==> src/rtl/quad_decoder.sv <==
// quad_decoder: x4 quadrature decoder for filtered encoder phases A/B.
// Keeps a wrapping signed position count, a saturating per-window speed
// measurement, the direction of the last legal step and a sticky error
// flag for transitions in which both phases changed at once.
module quad_decoder #(
  parameter int CLK_Freq    = 50000000,
  parameter int SAMPLE_Freq = 100,
  parameter int POS_W       = 32,
  parameter int VEL_W       = 16
) (
  input  logic             iCLK,
  input  logic             iRST_N,
  input  logic             iDATA_A,
  input  logic             iDATA_B,
  input  logic             iPOS_CLR,
  input  logic             iERR_CLR,
  output logic [POS_W-1:0] oPOSITION,
  output logic [VEL_W-1:0] oSPEED,
  output logic             oSPEED_VALID,
  output logic             oDIR,
  output logic             oERR
);

  localparam int WIN_N = CLK_Freq / SAMPLE_Freq;
  localparam int WIN_W = (WIN_N > 1) ? $clog2(WIN_N) : 1;
  localparam logic [WIN_W-1:0] WIN_LAST = WIN_W'(WIN_N - 1);
  localparam logic signed [VEL_W:0] VEL_MAX = {2'b00, {(VEL_W-1){1'b1}}};
  localparam logic signed [VEL_W:0] VEL_MIN = {2'b11, {(VEL_W-1){1'b0}}};

  typedef enum logic {
    ST_INIT = 1'b0,
    ST_RUN  = 1'b1
  } state_t;

  state_t                  state;
  state_t                  state_nxt;
  logic [1:0]              init_cnt;
  logic [1:0]              init_cnt_nxt;
  logic                    a_meta;
  logic                    a_sync;
  logic                    b_meta;
  logic                    b_sync;
  logic [1:0]              cur;
  logic [1:0]              prev;
  logic signed [1:0]       step;
  logic                    bad;
  logic [POS_W-1:0]        step_pos;
  logic signed [VEL_W:0]   step_vel;
  logic signed [VEL_W:0]   acc_sum;
  logic [VEL_W-1:0]        acc_sat;
  logic [VEL_W-1:0]        acc;
  logic [WIN_W-1:0]        win_cnt;

  assign cur = {a_sync, b_sync};

  // Two-flop synchronisers for both phases, plus the previous synchronised state
  always_ff @(posedge iCLK or negedge iRST_N) begin
    if (!iRST_N) begin
      a_meta <= 1'b0;
      a_sync <= 1'b0;
      b_meta <= 1'b0;
      b_sync <= 1'b0;
      prev   <= 2'b00;
    end else begin
      a_meta <= iDATA_A;
      a_sync <= a_meta;
      b_meta <= iDATA_B;
      b_sync <= b_meta;
      prev   <= cur;
    end
  end

  // State register for the start-up sequencer
  always_ff @(posedge iCLK or negedge iRST_N) begin
    if (!iRST_N) begin
      state    <= ST_INIT;
      init_cnt <= 2'd0;
    end else begin
      state    <= state_nxt;
      init_cnt <= init_cnt_nxt;
    end
  end

  // Hold off decoding until the synchronisers hold real input and prev has been loaded from them
  always_comb begin
    state_nxt    = state;
    init_cnt_nxt = init_cnt;
    case (state)
      ST_INIT: begin
        if (init_cnt == 2'd2) begin
          state_nxt = ST_RUN;
        end else begin
          init_cnt_nxt = init_cnt + 2'd1;
        end
      end
      ST_RUN:  state_nxt = ST_RUN;
      default: state_nxt = ST_INIT;
    endcase
  end

  // Classify the (prev, cur) phase pair into a +1/-1/0 step or an illegal jump
  always_comb begin
    step = 2'sd0;
    bad  = 1'b0;
    if (state == ST_RUN) begin
      case ({prev, cur})
        4'b00_10, 4'b10_11, 4'b11_01, 4'b01_00: step = 2'sd1;
        4'b10_00, 4'b11_10, 4'b01_11, 4'b00_01: step = -2'sd1;
        4'b00_11, 4'b11_00, 4'b10_01, 4'b01_10: bad  = 1'b1;
        default: step = 2'sd0;
      endcase
    end
  end

  // Sign-extend the step and form the saturated accumulator value for this cycle
  always_comb begin
    step_pos = {{(POS_W-2){step[1]}}, step};
    step_vel = {{(VEL_W-1){step[1]}}, step};
    acc_sum  = {acc[VEL_W-1], acc} + step_vel;
    if (acc_sum > VEL_MAX) begin
      acc_sat = VEL_MAX[VEL_W-1:0];
    end else if (acc_sum < VEL_MIN) begin
      acc_sat = VEL_MIN[VEL_W-1:0];
    end else begin
      acc_sat = acc_sum[VEL_W-1:0];
    end
  end

  // Position, direction and sticky error; a clear discards the step, a new error beats a clear
  always_ff @(posedge iCLK or negedge iRST_N) begin
    if (!iRST_N) begin
      oPOSITION <= '0;
      oDIR      <= 1'b0;
      oERR      <= 1'b0;
    end else begin
      if (iPOS_CLR) begin
        oPOSITION <= '0;
      end else begin
        oPOSITION <= oPOSITION + step_pos;
      end
      if (step != 2'sd0) begin
        oDIR <= ~step[1];
      end
      if (bad) begin
        oERR <= 1'b1;
      end else if (iERR_CLR) begin
        oERR <= 1'b0;
      end
    end
  end

  // Speed window: the closing cycle's step goes into the published speed, and the accumulator restarts at zero
  always_ff @(posedge iCLK or negedge iRST_N) begin
    if (!iRST_N) begin
      win_cnt      <= '0;
      acc          <= '0;
      oSPEED       <= '0;
      oSPEED_VALID <= 1'b0;
    end else if (win_cnt == WIN_LAST) begin
      win_cnt      <= '0;
      acc          <= '0;
      oSPEED       <= acc_sat;
      oSPEED_VALID <= 1'b1;
    end else begin
      win_cnt      <= win_cnt + WIN_W'(1);
      acc          <= acc_sat;
      oSPEED_VALID <= 1'b0;
    end
  end

endmodule

==> config.mk <==
export PLATFORM = sky130hd
export DESIGN_NAME = quad_decoder
export DESIGN_NICKNAME = d
export VERILOG_FILES = /design/src/rtl/quad_decoder.sv
export SDC_FILE = /design/constraint.sdc
export NUM_CORES = 1
export LEC_CHECK = 0
export ABC_AREA = 0
export CORE_MARGIN = 4
export CORE_UTILIZATION = 58
export CTS_CLUSTER_DIAMETER = 100
export CTS_CLUSTER_SIZE = 24
export DETAILED_ROUTE_END_ITERATION = 6
export PLACE_DENSITY = 0.82
export SYNTH_ARGS = -nofsm -noshare
export SYNTH_HDL_FRONTEND = slang
export SYNTH_SLANG_ARGS = --single-unit
export TNS_END_PERCENT = 1
==> constraint.sdc <==
create_clock -name iCLK -period 4.24 [get_ports iCLK]
set_input_delay 1.272 -clock iCLK [delete_from_list [all_inputs] [get_ports iCLK]]
set_output_delay 1.272 -clock iCLK [all_outputs]
set_load 0.01 [all_outputs]
==> impl_metrics.env, run 1 <==
export IMPL_path_buf_inv=2
export IMPL_die_x_um=108
export IMPL_drcViolationCount=0
export IMPL_rsz0062_at_grt="false"
export IMPL_grt_overflow_total=0
export IMPL_crit_type="reg -> reg"
export IMPL_post_cts_resized=0
export IMPL_crit_family="compound AO/OA/AOI/OAI gates"
export IMPL_crit_chain="xor2_1 > nand3_1 > inv_1 > buf_4 > ha_1 > a211oi_1 > o21bai_1 > a21o_1 > a221oi_1 > a31oi_1 > a21oi_1 > o31ai_1 > nand3_1 > nor3b_1"
export IMPL_r2r_setup_slack_ns=0.40
export IMPL_detail_route_antenna_nets=0
export IMPL_insertion_delay_ns=0.37
export IMPL_drt_iter0_markers=256
export IMPL_ys_types=56
export IMPL_synth_warnings=0
export IMPL_setup_viol=0
export IMPL_synth_common_cells="103 x nor2_1, 95 x dfrtp_1, 49 x ha_1"
export IMPL_synth_area_um2=5850
export IMPL_n_antenna_cell=0
export IMPL_cp_endpoint="oPOSITION[31]"
export IMPL_yosysMostFrequentCell="nor2_1"
export IMPL_wl_per_cell_um=15.2
export IMPL_core_um2=9770
export IMPL_place_hpwl_um=9030
export IMPL_irDropWorstVdd_mv=0.353
export IMPL_worst_hold_slack_ns=0.357
export IMPL_synth_edff_count=0
export IMPL_worstMarginPinSlew_ns=1.00
export IMPL_reg2reg_to="oPOSITION[31]"
export IMPL_synth_cells=618
export IMPL_maxCapViolCount=0
export IMPL_hold_buffers=0
export IMPL_period_needed_ns=3.84
export IMPL_routed_wirelength_um=12400
export IMPL_ys_seq_elements=95
export IMPL_die_y_um=108
export IMPL_final_net_count=734
export IMPL_clkTransAtPathRegs_ns=0.09
export IMPL_clock_sink_count=95
export IMPL_avgSynthCellArea_um2=9.46
export IMPL_numCtsBuffers=9
export IMPL_relSlewSlack=0.334
export IMPL_synthArstFlopShare=1.00
export IMPL_start_util=0.598
export IMPL_r2r_start="b_sync"
export IMPL_io_buffer_count=56
export IMPL_h_tree_depth=3
export IMPL_cts_buffer_depth=2
export IMPL_gp_congestion=0.848
export IMPL_max_stage_delay_ns=0.42
export IMPL_synth_top_area_share=0.407
export IMPL_cp_required_ns=4.53
export IMPL_critPathMostFrequentCell="nand3_1"
export IMPL_hp_class="reg -> reg"
export IMPL_worstPathArrival_ns=4.12
export IMPL_powerDensity_nw_per_um2=565
export IMPL_antenna_found_initial=0
export IMPL_vias=4698
export IMPL_cts_setup_buffers=0
export IMPL_dieArea_um2=11800
export IMPL_drt_pre_antenna_iters=5
export IMPL_clock_root_buffer="clkbuf_8"
export IMPL_finClkSkew_ns=0.0100
export IMPL_cp_end_kind="register"
export IMPL_setup_tns_ns=0
export IMPL_drive_gt1_frac=0.0910
export IMPL_reg2reg_depth=14
export IMPL_cts_tree="done"
export IMPL_grt_pass1_vias=4634
export IMPL_ioPinCount=57
export IMPL_grt_pass1_wl_um=21500
export IMPL_start_kind="register"
export IMPL_synth_nets=675
export IMPL_slew_violations=0
export IMPL_cp_slowest_cell="dfrtp_1"
export IMPL_netlist_top_cell_by_area="dfrtp_1"
export IMPL_grt_max_degree=81
export IMPL_synth_flop_cell="dfrtp_1"
export IMPL_worst_path_max_fanout=15
export IMPL_p_leak_nw=3.19
export IMPL_startpoint="b_sync"
export IMPL_fmax_mhz=261
export IMPL_yosysSeqAreaShare=0.407
export IMPL_syn2layout_area_growth_pct=16.5
export IMPL_netlist_top_cells_area="dfrtp_1 41%, ha_1 10%, nor2_1 6.6%, xor2_1 4.3%, xnor2_1 4.2%"
export IMPL_status="complete, no violations"
export IMPL_fp_row_count=36
export IMPL_hold_viol_final=0
export IMPL_grtUsageTotal=0.228
export IMPL_fin_crit_sh=0.905
export IMPL_avgViaCountPerCell=5.77
export IMPL_crit_cells=14
[power by group]
part / total [mW] / internal [mW] / switching (mW)
Clock: 0.726 / 0.406 / 0.321
Sequential: 1.17 / 1.08 / 0.0886
Combinational: 1.95 / 0.844 / 1.11
[logic make-up after synthesis]
kind of cell,after synthesis,share of synthesized area
xor gates and xnor gates,57,0.0854
AOI/OAI and AO/OA,168,0.194
DFF,95,0.407
buffers and inverters,27,0.0208
muxes,3,0.00578
adders and majority gates,51,0.112
and+or+nand+nor,217,0.176
[flip-flops by register name, indices dropped and copies added, names as in the netlist]
signal,flops
prev,2
oDIR,1
a_sync,1
init_cnt,2
b_sync,1
oPOSITION,32
a_meta,1
oSPEED,16
oSPEED_VALID,1
state,1
b_meta,1
oERR,1
win_cnt,19
acc,16
[stage by stage]
| step | worst slack [ns] | std cells | power (mW) | instance area (µm²) | utilization |
|---|---|---|---|---|---|
| after floorplan | 0.362 | 618 | 2.63 | 5850 | - |
| after global routing | 0.0144 | 814 | 4.15 | 6810 | 0.697 |
| after CTS | 0.396 | 814 | 3.86 | 6810 | 0.697 |
| after detailed placement | 0.420 | 799 | 3.12 | 6570 | 0.672 |
| final | 0.405 | 814 | 3.85 | 6810 | 0.697 |
| after global placement | 0.554 | 799 | 3.05 | 6570 | 0.672 |
[worst reg2reg max path, delay by kind of cell, from the launching register on]
kind | cells | cell delay [ns]
AO/OA/AOI/OAI | 7 | 1.68
buffers and inverters | 2 | 0.73
AND/OR/NAND/NOR | 3 | 0.42
flip-flops | 1 | 0.42
adder cells (fa/ha/maj) | 1 | 0.34
XOR/XNOR | 1 | 0.18
[per-layer routing]
metal | vias to the layer above | track usage | routed length, µm
met5 | - | 0 | 0
met4 | 0 | 0.0965 | 282
met3 | 23 | 0.0340 | 471
met2 | 100 | 0.382 | 6120
met1 | 2273 | 0.294 | 5530
li1 | 2302 | - | -
[cells in the final DEF, fill, tap and decap left out, types with 4 or more instances in the layout]
| cell type | netlist | layout |
|---|---|---|
| nor2_1 | 103 | 103 |
| dfrtp_1 | 95 | 95 |
| clkdlybuf4s50_1 | 0 | 55 |
| ha_1 | 49 | 49 |
| a21oi_1 | 42 | 42 |
| xor2_1 | 29 | 29 |
| nand2_1 | 29 | 29 |
| xnor2_1 | 28 | 28 |
| a21o_1 | 26 | 26 |
| o21ai_0 | 24 | 24 |
| a21oi_2 | 20 | 20 |
| nand3_1 | 18 | 18 |
| nor2b_1 | 14 | 14 |
| inv_1 | 10 | 10 |
| a31oi_1 | 10 | 10 |
| clkbuf_8 | 0 | 10 |
| buf_4 | 1 | 10 |
| nor3_1 | 11 | 9 |
| and3_1 | 8 | 8 |
| o21a_1 | 7 | 7 |
| o21bai_1 | 7 | 7 |
| or2_2 | 6 | 6 |
| a211oi_1 | 6 | 6 |
| nand4_1 | 5 | 5 |
| nand2b_1 | 5 | 5 |
| and2_1 | 4 | 4 |
[area by class of cell]
class	instances	area [µm²]
flip-flops and latches	95	2380
fillers	773	2960
well taps	133	166
clock inverters	5	106
clock buffers	10	138
inverters	10	37.5
repair buffers	65	626
multi-input cells	496	3360
[worst min path at each step]
stage / start / depth (start not counted) / to / slack [ns]
5_1_grt: a_meta / 0 / a_sync / 0.37
4_1_cts: a_meta / 0 / a_sync / 0.36
6_report: a_meta / 0 / a_sync / 0.36
3_3_place_gp: a_meta / 0 / a_sync / 0.35
2_1_floorplan: a_meta / 0 / a_sync / 0.33
3_5_place_dp: a_meta / 0 / a_sync / 0.34
(Power assumes the default switching activity.)
==> run 2: changes to the inputs <==
clock period = 3.7 ns   (was 4.24 ns; I/O delays follow)
==> run 2 against run 1 <==
Compared with the run above:
- sequential share of layout area fell by 1.2 points
- clock skew is 0.00060 ns higher
- critical path type unchanged
- non-clock buffer count up 15
- routed wire length rose by 7.0%
- power up 17%
- register-to-register slack got worse by 0.27 ns
- die area stayed put
- via count grew 2.9%
- cell count increased by 2.0%
==> impl_metrics.env, run 2 (synthesis results as in run 1) <==
export IMPL_core_um2=9770
export IMPL_status="complete, no violations"
export IMPL_detail_route_antenna_nets=0
export IMPL_grt_pass1_wl_um=22500
export IMPL_fin_area_um2=7050
export IMPL_setup_tns_ns=0
export IMPL_top_register="oPOSITION"
export IMPL_crit_type="reg -> reg"
export IMPL_vias=4832
export IMPL_powerDensity_nw_per_um2=637
export IMPL_numCtsBuffers=9
export IMPL_final_common_cell="nor2_1"
export IMPL_grtUsageTotal=0.240
export IMPL_drive_gt1_frac=0.138
export IMPL_worstMarginPinSlew_ns=0.877
export IMPL_dieArea_um2=11800
export IMPL_layout_setup_ws_ns=0.133
export IMPL_holdPathStages=0
export IMPL_antenna_found_initial=0
export IMPL_dp_cells=808
export IMPL_die_x_um=108
export IMPL_worst_path_max_fanout=9
export IMPL_place_hpwl_um=9530
export IMPL_fp_row_count=36
export IMPL_clkTransAtPathRegs_ns=0.10
export IMPL_clock_root_buffer="clkbuf_8"
export IMPL_final_cells=830
export IMPL_reg2reg_to="oSPEED[10]"
export IMPL_io_buffer_count=56
export IMPL_largest_reg_flops=32
export IMPL_syn2layout_area_growth_pct=20.6
export IMPL_reg2reg_depth=16
export IMPL_hp_class="reg -> reg"
export IMPL_routed_wirelength_um=13300
export IMPL_maxCapViolCount=0
export IMPL_relSlewSlack=0.415
export IMPL_drt_iter0_markers=201
export IMPL_n_antenna_cell=0
export IMPL_grt_overflow_total=0
export IMPL_reg_top3="oPOSITION (32), win_cnt (19)"
export IMPL_start_util=0.598
export IMPL_whs_endpoint="a_sync"
export IMPL_min_from="a_meta"
export IMPL_period_needed_ns=3.57
export IMPL_avgViaCountPerCell=5.82
export IMPL_die_y_um=108
export IMPL_cts_buffer_depth=2
export IMPL_clock_sink_count=95
export IMPL_wl_per_cell_um=16.0
export IMPL_finClkSkew_ns=0.0106
export IMPL_hold_viol_final=0
export IMPL_cts_tree="done"
export IMPL_start_kind="register"
export IMPL_final_net_count=749
export IMPL_grt_max_degree=71
export IMPL_final_cell_mix="102 x nor2_1, 95 x dfrtp_1, 55 x clkdlybuf4s50_1"
export IMPL_irDropWorstVdd_mv=0.427
export IMPL_r2r_setup_slack_ns=0.13
export IMPL_fmax_mhz=280
export IMPL_ioPinCount=57
export IMPL_r2r_start="a_sync"
export IMPL_post_place_ws_ns=-0.0619
export IMPL_p_leak_nw=3.27
export IMPL_insertion_delay_ns=0.37
export IMPL_placed_cell_area_um2=6710
export IMPL_grt_pass1_vias=4832
export IMPL_fin_crit_sh=0.964
export IMPL_cp_end_kind="register"
export IMPL_h_tree_depth=3
export IMPL_p_total_mw=4.49
export IMPL_worstPathArrival_ns=3.87
export IMPL_drt_pre_antenna_iters=4
export IMPL_drcViolationCount=0
export IMPL_cp_required_ns=4.00
export IMPL_slew_violations=0
export IMPL_setup_viol=0
export IMPL_gp_congestion=0.942
run 2: changes by cell type in the layout (fill, tap and decap cells not counted), moves of 3 or more:
cell	delta
ha_1	-4
buf_4	+12
buf_12	+3
ha_4	+4
run 2: report_power, final:
part / leakage, nW / total, mW / switching [mW] / internal [mW]
combinational: 1.95 / 2.43 / 1.34 / 1.08
sequential: 1.22 / 1.36 / 0.121 / 1.24
clock: 0.103 / 0.702 / 0.371 / 0.332
total: 3.27 / 4.49 / 1.83 / 2.65
run 2: cell type report:
class | instances | area [µm²]
Clock buffer | 11 | 141
Clock inverter | 5 | 57.6
Fill cell | 726 | 2720
Inverter | 10 | 41.3
Multi-Input combinational cell | 496 | 3490
Sequential cell | 95 | 2380
Tap cell | 133 | 166
Timing Repair Buffer | 80 | 776
run 2: metrics by stage:
step / hold WS [ns] / utilization
after floorplan: 0.331 / -
after global placement: 0.394 / 0.687
after detailed placement: 0.391 / 0.687
after CTS: 0.408 / 0.709
after global routing: 0.402 / 0.721
final: 0.387 / 0.721
run 2: how the worst max path moves through the flow:
stage           start             to  slack, ns  depth (start not counted)
2_1_floorplan  b_sync      oSPEED[6]      -0.01                         13
3_3_place_gp   b_sync      oSPEED[8]       0.06                         14
3_5_place_dp   b_sync      oSPEED[5]      -0.06                         14
4_1_cts        b_sync  oPOSITION[29]       0.02                         14
5_1_grt        a_sync     oSPEED[14]      -0.06                         15
6_report       a_sync     oSPEED[10]       0.13                         16
run 2: routing by layer:
metal	global-route usage	up-vias	part of all wire
met1	0.295	2325	0.42
met2	0.419	133	0.51
met3	0.0430	31	0.046
met4	0.0893	0	0.023
li1	-	2343	-
met5	0	-	0
run 2: repair_timing:
| item | 4_1_cts | 5_1_grt |
|---|---|---|
| gates resized for setup | 4 | 10 |
| endpoints found under the hold margin | 0 | 0 |
| pin swaps | 0 | 1 |
| hold buffers | 0 | 0 |
| setup endpoints to repair | 17 | 36 |
| setup buffers | 0 | 6 |
run 2: worst max-delay path, stage by stage (launching register included):
cell        delay (ns)
dfrtp_1           0.46
xnor2_1           0.17
nand3_2           0.11
clkinvlp_4        0.17
buf_12            0.17
buf_4             0.13
buf_4             0.13
ha_1              0.39
o21a_1            0.15
a21oi_1           0.11
o31a_1            0.32
buf_4             0.16
or4b_4            0.53
nand4_4           0.15
buf_12            0.15
a21oi_2           0.05
a21oi_2           0.14
